--- config.mk ---
export PLATFORM = sky130hd
export DESIGN_NAME = dx_latch
export DESIGN_NICKNAME = d
export VERILOG_FILES = /design/src/rtl/dx_latch_pkg.sv /design/src/rtl/dx_latch_pipe_reg.sv /design/src/rtl/dx_latch.sv
export SDC_FILE = /design/constraint.sdc
export NUM_CORES = 1
export LEC_CHECK = 0
export CAP_MARGIN = 25
export CORE_AREA = 2 2 126 128
export DETAILED_ROUTE_END_ITERATION = 10
export DIE_AREA = 0 0 128 130
export PLACE_DENSITY = 0.79
export RECOVER_POWER = 50
export SETUP_SLACK_MARGIN = 0.2
export SYNTH_ARGS = -nofsm -noshare
export SYNTH_HDL_FRONTEND = slang
export SYNTH_SLANG_ARGS = --single-unit
--- constraint.sdc ---
create_clock -name clock -period 4.18 [get_ports clock]
set_clock_uncertainty 0.05 [all_clocks]
set_input_delay 0.627 -clock clock [delete_from_list [all_inputs] [get_ports clock]]
set_output_delay 0.627 -clock clock [all_outputs]
set_load 0.05 [all_outputs]
--- src/rtl/dx_latch_pkg.sv ---
// Shared constants for the decode-to-execute pipeline latch: opcode/rd field
// positions, the load-word opcode and the nop encoding.
package dx_latch_pkg;

    localparam logic [4:0]  OP_LW = 5'b01000;
    localparam logic [31:0] NOP   = 32'h0;

    localparam int OPC_HI = 31;
    localparam int OPC_LO = 27;
    localparam int RD_HI  = 26;
    localparam int RD_LO  = 22;

    function automatic logic [4:0] opcode_of(input logic [31:0] instr);
        return instr[OPC_HI:OPC_LO];
    endfunction

    function automatic logic [4:0] rd_of(input logic [31:0] instr);
        return instr[RD_HI:RD_LO];
    endfunction

endpackage

--- src/rtl/dx_latch_pipe_reg.sv ---
// Generic pipeline register: async reset to zero, load enable, and a
// synchronous clear (to CLR_VAL) that only takes effect while enabled.
module pipe_reg #(
    parameter int             W       = 32,
    parameter logic [W-1:0]   CLR_VAL = '0
) (
    input  logic         clock,
    input  logic         reset,
    input  logic         en,
    input  logic         clr,
    input  logic [W-1:0] d,
    output logic [W-1:0] q
);

    always_ff @(posedge clock or posedge reset) begin
        if (reset) begin
            q <= '0;
        end else if (en) begin
            if (clr) begin
                q <= CLR_VAL;
            end else begin
                q <= d;
            end
        end
    end

endmodule

--- src/rtl/dx_latch.sv ---
// D/X pipeline latch with flush, hold and optional load-use bubble insertion.
// Load-use detection and the bubble counter exist only with DX_LOAD_USE_STALL_EN.
module dx_latch
    import dx_latch_pkg::*;
(
    input  logic        clock,
    input  logic        reset,
    input  logic [31:0] d_pc,
    input  logic [31:0] d_instr,
    input  logic [31:0] d_regA,
    input  logic [31:0] d_regB,
    input  logic        d_valid,
    input  logic [4:0]  d_readregA,
    input  logic [4:0]  d_readregB,
    input  logic        x_ready,
    input  logic        flush,
    output logic [31:0] x_pc,
    output logic [31:0] x_instr,
    output logic [31:0] x_A,
    output logic [31:0] x_B,
    output logic        x_valid,
    output logic        d_stall,
    output logic [7:0]  bubble_count
);

    logic hazard;
    logic reg_en;
    logic reg_clr;

`ifdef DX_LOAD_USE_STALL_EN
    logic [4:0] x_rd;
    logic [7:0] bubble_q;

    assign x_rd   = rd_of(x_instr);
    assign hazard = x_valid && (opcode_of(x_instr) == OP_LW) && (x_rd != 5'd0) &&
                    d_valid && ((x_rd == d_readregA) || (x_rd == d_readregB));

    // Counts only bubbles actually inserted: a flush or a hold suppresses them.
    always_ff @(posedge clock or posedge reset) begin
        if (reset) begin
            bubble_q <= 8'h00;
        end else if (!flush && x_ready && hazard && (bubble_q != 8'hFF)) begin
            bubble_q <= bubble_q + 8'h01;
        end
    end

    assign bubble_count = bubble_q;
`else
    logic unused_readreg;

    assign hazard         = 1'b0;
    assign bubble_count   = 8'h00;
    assign unused_readreg = ^{d_readregA, d_readregB};
`endif

    assign reg_en  = x_ready | flush;
    assign reg_clr = flush | hazard;
    assign d_stall = ~flush & (~x_ready | hazard);

    pipe_reg #(.W(32)) u_pc (
        .clock(clock), .reset(reset), .en(reg_en), .clr(reg_clr), .d(d_pc), .q(x_pc)
    );

    pipe_reg #(.W(32), .CLR_VAL(NOP)) u_instr (
        .clock(clock), .reset(reset), .en(reg_en), .clr(reg_clr), .d(d_instr), .q(x_instr)
    );

    pipe_reg #(.W(32)) u_a (
        .clock(clock), .reset(reset), .en(reg_en), .clr(reg_clr), .d(d_regA), .q(x_A)
    );

    pipe_reg #(.W(32)) u_b (
        .clock(clock), .reset(reset), .en(reg_en), .clr(reg_clr), .d(d_regB), .q(x_B)
    );

    pipe_reg #(.W(1)) u_valid (
        .clock(clock), .reset(reset), .en(reg_en), .clr(reg_clr), .d(d_valid), .q(x_valid)
    );

endmodule

==> flow_metrics.py <==
metrics = {
    "job": {
        "drv_cap": 3,
    },
    "routing": {
        "postRouteAntennaNets": 0,
        "wl_um": 13700,
        "vias_per_cell": 4.55,
        "wl_per_cell_um": 15.5,
        "dr.pass1.iters": 4,
        "drtIter0Drc": 175,
        "vias": 4028,
        "drc": 0,
    },
    "placed_design": {
        "io_buffers": 262,
        "gp_congestion": 0.701,
        "place_area_um2": 7950,
        "place_hpwl_um": 9810,
    },
    "synthesis": {
        "synth.most_common_cell": "nor2_1",
        "synthFlopType": "dfrtp_1",
        "synth_cell_type_count": 10,
        "synth_top_area_share_pct": 60.1,
        "syn_inst": 427,
        "avgSynthCellArea_um2": 12.6,
        "async_flop_share_pct": 100,
        "synth-seq-cells": 129,
        "synth_top_area_cell": "dfrtp_1",
        "synth-seq-area-share_pct": 60.1,
        "synth_edf_count": 0,
        "synth_area_leaders": "dfrtp_1 (60%), mux2i_1 (24%), nor2_1 (9.1%)",
        "yosysWarnings": 0,
        "synth_common_cells": "nor2_1 (130), dfrtp_1 (129), mux2i_1 (129)",
        "syn-cell-area_um2": 5380,
    },
    "clock_network": {
        "cts_buffers": 17,
        "htreeDepth": 4,
        "hold_buffers": 0,
        "clk_latency_ns": 0.40,
        "cts_resized": 0,
        "path_clk_slew_ns": 0.05,
        "post_cts_buffers": 0,
        "cts_sinks": 129,
        "cts-root-buf": "clkbuf_16",
        "cts_buffer_depth": 2,
        "cts_tree": "built",
    },
    "grt": {
        "grt_use_total_pct": 16.2,
        "overflow": 0,
        "grt_max_degree": 127,
        "grt_pass1_wl_um": 21200,
        "antenna_found_initial": 0,
        "grt_pass1_vias": 4184,
    },
    "setup_path": {
        "crit_start": "flush",
        "max_stage_delay_ns": 0.88,
        "path_buf_inv": 2,
        "worstPathMaxFanout": 57,
        "critPathSlowestCell": "clkdlybuf4s50_1",
        "critPathKind": "in -> out",
        "crit_required_ns": 3.50,
        "reg2reg_from": "u_a.q[23]",
        "crit_family": "buffers and inverters",
        "start_kind": "input pin",
        "crit_arrival_ns": 2.41,
        "cp_cell_sequence": "clkbuf_2 > nor2_1 > clkdlybuf4s50_1",
        "endpoint_kind": "primary output",
    },
    "floorplan": {
        "fp.dieH_um": 130,
        "initial_utilization_pct": 34.8,
        "coreArea_um2": 15400,
        "ios": 281,
        "dieArea_um2": 16600,
        "rows": 46,
        "die_w_um": 128,
    },
    "final_layout": {
        "fillers": 1291,
        "post_route_cells_drive_above_1_share_pct": 4.47,
        "ff_latch_area_um2": 3230,
        "multi_input_area_um2": 1810,
        "syn_to_final_growth_pct": 56.7,
        "fin_nets": 825,
        "diodes": 0,
        "fin_area_um2": 8420,
    },
    "sta": {
        "slew_viol_final": 250,
        "rsz0062_at_grt": "false",
        "setup_tns_ns": 0,
        "min_period_ns": 3.08,
        "setup_viol_count_final": 0,
        "worst_pin_slew_ns": 1.99,
        "relSlewSlack_pct": -32.5,
        "max_freq_ghz": 0.324,
        "holdWs_ns": 0.465,
        "fin_crit_sh_pct": 73.7,
        "finalHoldViolCount": 0,
    },
    "power_and_ir_drop": {
        "p_seq_share_pct": 40.3,
        "clkPwrFrac_pct": 37.5,
        "pwr_density_cell_nw_per_um2": 400,
        "swShare_pct": 28.7,
        "intPower_w": 0.00240,
        "p_switching_w": 0.000969,
        "ir_drop_v": 0.000235,
        "pwr-share-comb_pct": 22.2,
        "p_leak_nw": 3.98,
    },
    "worst_hold_path": {
        "hold_path_startpoint": "u_pc.q[2]",
        "hp-class": "reg -> reg",
    },
    "run_status": {
        "violations": "max-capacitance violations, max-slew violations",
        "outcome": "finished, violations left",
    },
}
per-stage QoR:
step                      std cells  util [%]  worst slack [ns]  total power, W
final                           885      54.6              1.10         0.00337
after floorplan                 434         -              1.79         0.00184
after detailed placement        855      51.5              1.49         0.00213
after CTS                       885      54.8              1.49         0.00341
after global routing            885      54.6             0.939         0.00353
after global placement          855      51.5              1.51         0.00211
metal layers:
layer	part of all wire (%)	track usage [%]	vias up	routed length, um
met4	2.3	6.33	0	321
met5	0	0	-	0
met3	6.5	4.96	21	894
met2	49	27.3	161	6750
met1	42	19.6	1940	5760
li1	-	-	1906	-
final cells by class:
class / instances / area share (%)
Clock buffer: 24 / 5.60
Clock inverter: 6 / 0.416
Inverter: 1 / 0.0594
Multi-Input combinational cell: 267 / 21.5
Sequential cell: 129 / 38.3
Tap cell: 192 / 2.85
Timing Repair Buffer: 266 / 31.3
worst register-to-register path, delay by kind of cell, from the launching register on:
| kind | cells | cell delay [ns] |
|---|---|---|
| DFF | 1 | 0.39 |
| muxes | 1 | 0.17 |
| and+or+nand+nor | 1 | 0.09 |
worst paths after layout:
kind | to | slack, ns | depth (start not counted)
setup / recovery | d_stall | 1.10 | 3
hold / removal | u_pc.q[2] | 0.46 | 2
setup reg to reg | u_a.q[23] | 3.30 | 2
hold reg to reg | u_pc.q[2] | 0.46 | 2
max in group asynchronous | u_a.q[9] | 1.62 | 3
min in group asynchronous | u_b.q[5] | 0.53 | 2
state kept, by name, summed over array words and instances, names as in the netlist:
name       count
u_a.q         32
u_b.q         32
u_instr.q     32
u_pc.q        32
u_valid.q      1
cell families (layout without fill, tap and decap cells):
kind of cell / count (synthesis) / count (layout) / synth area share [%]
AND/OR/NAND/NOR: 130 / 130 / 9.08
multiplexers: 129 / 129 / 24.0
flip-flops: 129 / 129 / 60.1
buffers and inverters: 38 / 297 / 6.77
other: 1 / 8 / 0.0698
cell usage in the layout, fill, tap and decap left out:
| cell | instances |
|---|---|
| clkbuf_1 | 6 |
| clkbuf_16 | 17 |
| clkbuf_2 | 4 |
| clkbuf_4 | 1 |
| clkbuf_8 | 2 |
| clkdlybuf4s50_1 | 259 |
| clkinv_2 | 4 |
| clkinvlp_2 | 1 |
| clkinvlp_4 | 2 |
| conb_1 | 8 |
| dfrtp_1 | 129 |
| dlygate4sd3_1 | 1 |
| mux2i_1 | 129 |
| nor2_1 | 130 |
power by group through the flow:
stage | Combinational (W) | Clock [W] | Sequential (W)
finish | 0.000747 | 0.00126 | 0.00136
global route | 0.000789 | 0.00137 | 0.00137
CTS | 0.000752 | 0.00130 | 0.00136
detailed placement | 0.000751 | 0 | 0.00138
global placement | 0.000738 | 0 | 0.00138
floorplan | 0.000212 | 0 | 0.00163
Note: power is estimated with default switching activity, not from simulation.
